**src/rtl/exc_pc_redirect.sv**
```systemverilog
// Exception / ERET PC redirect controller for the M stage.
// Optional macro EPC_BD_ADJUST_EN: back EPC up to the branch when the faulting op is in a delay slot.
module exc_pc_redirect #(
  parameter logic [31:0] EXC_HANDLER = 32'h0000_4180
) (
  input  logic        clk,
  input  logic        reset,
  input  logic [31:0] m_pc,
  input  logic        m_valid,
  input  logic        m_bd,
  input  logic        exc_req,
  input  logic [4:0]  exc_code,
  input  logic        eret_req,
  input  logic        fetch_ready,
  output logic        redirect_valid,
  output logic [31:0] redirect_pc,
  output logic        flush,
  output logic [31:0] epc,
  output logic        exl,
  output logic [4:0]  cause_code,
  output logic        cause_bd
);

  typedef enum logic [1:0] {StRun, StExcRdr, StEretRdr} state_e;

  state_e      state_q, state_d;
  logic        redirect_valid_d;
  logic [31:0] redirect_pc_d;
  logic [31:0] epc_d;
  logic        exl_d;
  logic [4:0]  cause_code_d;
  logic        cause_bd_d;
  logic [31:0] epc_capture;
  logic        bd_capture;

`ifdef EPC_BD_ADJUST_EN
  assign epc_capture = m_bd ? (m_pc - 32'd4) : m_pc;
  assign bd_capture  = m_bd;
`else
  logic unused_m_bd;
  assign unused_m_bd = m_bd;
  assign epc_capture = m_pc;
  assign bd_capture  = 1'b0;
`endif

  always_comb begin
    state_d          = state_q;
    redirect_valid_d = redirect_valid;
    redirect_pc_d    = redirect_pc;
    epc_d            = epc;
    exl_d            = exl;
    cause_code_d     = cause_code;
    cause_bd_d       = cause_bd;
    unique case (state_q)
      StRun: begin
        // Exception has priority; a simultaneous ERET is dropped.
        if (m_valid && exc_req && !exl) begin
          epc_d            = epc_capture;
          cause_code_d     = exc_code;
          cause_bd_d       = bd_capture;
          exl_d            = 1'b1;
          redirect_pc_d    = EXC_HANDLER;
          redirect_valid_d = 1'b1;
          state_d          = StExcRdr;
        end else if (m_valid && eret_req && exl && !exc_req) begin
          redirect_pc_d    = epc;
          redirect_valid_d = 1'b1;
          state_d          = StEretRdr;
        end
      end
      StExcRdr: begin
        if (fetch_ready) begin
          redirect_valid_d = 1'b0;
          state_d          = StRun;
        end
      end
      StEretRdr: begin
        if (fetch_ready) begin
          redirect_valid_d = 1'b0;
          exl_d            = 1'b0;
          state_d          = StRun;
        end
      end
      default: begin
        redirect_valid_d = 1'b0;
        state_d          = StRun;
      end
    endcase
  end

  always_ff @(posedge clk) begin
    if (reset) begin
      state_q        <= StRun;
      redirect_valid <= 1'b0;
      redirect_pc    <= 32'd0;
      epc            <= 32'd0;
      exl            <= 1'b0;
      cause_code     <= 5'd0;
      cause_bd       <= 1'b0;
    end else begin
      state_q        <= state_d;
      redirect_valid <= redirect_valid_d;
      redirect_pc    <= redirect_pc_d;
      epc            <= epc_d;
      exl            <= exl_d;
      cause_code     <= cause_code_d;
      cause_bd       <= cause_bd_d;
    end
  end

  assign flush = redirect_valid;

endmodule

```
**config.mk**
```make
export PLATFORM = sky130hd
export DESIGN_NAME = exc_pc_redirect
export DESIGN_NICKNAME = d
export VERILOG_FILES = /design/src/rtl/exc_pc_redirect.sv
export SDC_FILE = /design/constraint.sdc
export NUM_CORES = 1
export LEC_CHECK = 0
export ABC_AREA = 1
export ABC_CLOCK_PERIOD_IN_PS = 1900
export CORE_MARGIN = 1
export CORE_UTILIZATION = 39
export DETAILED_ROUTE_END_ITERATION = 12
export PLACE_DENSITY = 0.74
export SYNTH_ARGS = -nofsm -noshare
export SYNTH_HDL_FRONTEND = slang
export SYNTH_SLANG_ARGS = --single-unit
```
**constraint.sdc**
```tcl
create_clock -name clk -period 1.9 [get_ports clk]
set_clock_uncertainty 0.2 [all_clocks]
set_input_delay 0.475 -clock clk [delete_from_list [all_inputs] [get_ports clk]]
set_output_delay 0.475 -clock clk [all_outputs]
set_load 0.01 [all_outputs]
```
==> impl_metrics.py <==
metrics = {
    "outcome": {
        "status": "complete, no violations",
    },
    "timing": {
        "min_period_ps": 1720,
        "rsz0062_at_grt": "no",
        "maxSlewViolCount": 0,
        "fin_hold_ws_ps": 259,
        "fin_ws_ps": 176,
        "tns_ps": 0,
        "setup_viol": 0,
        "finalHoldViolations": 0,
        "post-route-period-util": 0.907,
        "fmax_mhz": 580,
    },
    "synth": {
        "yosysWarnings": 0,
        "ys_top_cells_by_area": "dfxtp_1 (53%), nor2_1 (11%), o21ai_0 (6.2%)",
        "synth_nets": 393,
        "synth.top_cell.area_share": 0.531,
        "ys.flop_type": "dfxtp_1",
        "async_flop_share": 0,
        "ys_seq_area_frac": 0.531,
        "synth_cell_types": 18,
        "post-synth-top-count-cell": "nor2_1",
        "synth_edf_count": 0,
        "syn_avg_cell_area_sq_um": 7.93,
        "yosysTopAreaCell": "dfxtp_1",
        "ys_ff_latch": 73,
        "syn_inst": 347,
        "synth_common_cells": "nor2_1 (84), dfxtp_1 (73), nand2_1 (41)",
        "syn_area_sq_mm": 0.00275,
    },
    "floorplan": {
        "rows": 30,
        "start_util": 0.405,
        "die_x_microns": 86.0,
        "coreArea_sq_mm": 0.00679,
        "die_area_sq_mm": 0.00740,
        "num_io_pins": 117,
        "die_h_microns": 86.0,
    },
    "power": {
        "p_leak_nw": 2.26,
        "clockPowerShare": 0.396,
        "share_comb_of_total_power": 0.142,
        "switchingPower_mw": 0.851,
        "pwr-share-seq": 0.462,
        "peakVddDrop_v": 0.000532,
        "total_power_mw": 3.58,
        "swShare": 0.237,
        "p_int_mw": 2.73,
        "power_density_mw_per_mm2": 844,
    },
    "critical_path": {
        "worst_r2r_endpoint": "redirect_pc[21]",
        "critPathRequiredTime_ps": 1960,
        "critPathTopFamily": "buffers and inverters",
        "cpPeakStageDelay_ps": 500,
        "arrival_ps": 1790,
        "path_max_fanout": 19,
        "reg2reg_depth": 7,
        "r2r_slack_ps": 300,
        "worst_setup_path_start_kind": "input port",
        "cp_slowest_cell": "clkdlybuf4s50_1",
        "crit_chain": "clkdlybuf4s50_1 -> nand2_1 -> inv_1 -> nand2_1 -> inv_1 -> buf_12 -> nand3_1 -> a21oi_1",
        "crit_buf_inv": 4,
        "cp-end-kind": "flop",
        "setup.worst_path.class": "in2reg",
        "reg2reg_from": "state_q[0]",
    },
    "layout": {
        "drive_gt1_frac": 0.0855,
        "n_antenna_cell": 0,
        "fin_nets": 509,
        "fin_cells": 564,
        "syn_to_final_growth_pct": 54.2,
    },
    "global_route": {
        "overflow": 0,
        "grt_max_degree": 23,
        "grt_usage": 0.202,
        "grt_pass1_vias": 2519,
        "grt_pass1_wl_mm": 11.8,
        "antenna_found_initial": 0,
    },
    "min_path": {
        "hold_class": "reg2reg",
        "hold_end": "redirect_pc[1]",
        "min-delay-start": "redirect_pc[1]",
        "min_path_cells": 2,
    },
    "place": {
        "port_buffers": 114,
        "dp_slack_ps": -159,
        "dp.cells": 548,
        "place_congestion": 0.736,
        "dp_hpwl_mm": 5.00,
    },
    "routing": {
        "vias": 2672,
        "drtAntennaViolNets": 0,
        "wire_per_inst_microns": 12.7,
        "avgViaCountPerCell": 4.74,
        "top_layer_used": "met4",
        "drcViolationCount": 0,
        "firstDrtPassIters": 5,
        "drt_wl_total_mm": 7.18,
        "initialDrtViolationCount": 90,
        "met1Wirelength_mm": 3.23,
        "wl_met2_mm": 3.46,
        "wl_met3_microns": 357,
    },
    "clock_tree": {
        "numCtsBuffers": 9,
        "path_clk_slew_ps": 70,
        "cts_buffer_depth": 2,
        "cts_hold_buf": 0,
        "post_cts_buffers": 0,
        "cts_num_sinks": 73,
        "cts_tree": "built",
        "htreeDepth": 3,
        "clk_latency_ps": 330,
        "clockRootBuffer": "clkbuf_8",
    },
    "run": {
        "drv_cap": 0,
    },
}
final cells by class:
| class | instances | area (sq um) |
|---|---|---|
| Inverter | 11 | 41.3 |
| Fill cell | 646 | 2550 |
| Sequential cell | 73 | 1460 |
| Multi-Input combinational cell | 236 | 1060 |
| Clock buffer | 11 | 131 |
| Timing Repair Buffer | 132 | 1330 |
| Tap cell | 96 | 120 |
| Clock inverter | 5 | 104 |
layout by cell type (no fill, tap or decap), drive strengths merged:
master and count:
dlygate4sd2 50, a21oi 32, nand2 41, clkbuf 11, o21ai 41, buf 18, ha 2, nand3 33
clkinv 2, conb 1, inv 11, dfxtp 73, bufinv 3, nor2 86, dlymetal6s2s 22, clkdlybuf4s50 42
per-stage QoR:
| step | cell area (sq um) | utilization |
|---|---|---|
| global placement | 4020 | 0.591 |
| floorplan | 2750 | - |
| detailed placement | 4020 | 0.591 |
| global route | 4250 | 0.625 |
| finish | 4250 | 0.625 |
| CTS | 4190 | 0.617 |
cell families (layout without fill, tap and decap cells):
family	after synthesis	in the layout	synth area share
AOI/OAI and AO/OA	73	73	0.133
adders and majority gates	2	2	0.00909
buffers and inverters	38	159	0.0855
DFF	73	73	0.531
other	1	1	0.00136
and+or+nand+nor	160	160	0.240
sequential cells by signal, summed over array words and instances, names as in the netlist:
signal       flops
flush            1
cause_code       5
exl              1
redirect_pc     32
state_q          2
epc             32
worst reg2reg max path, stage by stage, from the launching register on:
cell and delay [ps]:
dfxtp_1 310, inv_1 80, ha_1 230, inv_2 90, nor2_4 200, buf_12 180
nand3_1 90, a21oi_1 150
per-layer routing:
layer,GRT usage,vias to the layer above
met1,0.248,1219
met4,0.0818,0
met5,0,-
li1,-,1353
met2,0.341,86
met3,0.0491,14
power groups by stage:
stage | Sequential, mW | Combinational (mW) | Clock, mW
final | 1.66 | 0.507 | 1.42
after floorplan | 1.72 | 0.220 | 0
after global routing | 1.67 | 0.557 | 1.54
after detailed placement | 1.69 | 0.557 | 0
after global placement | 1.69 | 0.548 | 0
after CTS | 1.65 | 0.517 | 1.46
worst max path at each step:
stage | slack, ps | cells past startpoint | from | end
floorplan | 410 | 9 | state_q[0] | epc[11]
CTS | 0.08 | 1 | redirect_pc[29] | redirect_pc[29]
global route | 120 | 8 | exc_req | redirect_pc[17]
global placement | -120 | 8 | m_valid | redirect_pc[17]
finish | 180 | 8 | m_valid | redirect_pc[21]
detailed placement | -160 | 8 | m_valid | redirect_pc[21]
timing repair:
item / in CTS / in global routing
setup endpoints to repair: 50 / 22
cloned: 0 / 0
gates resized for setup: 50 / 22
No activity file was read; power rests on OpenSTA's default activity.
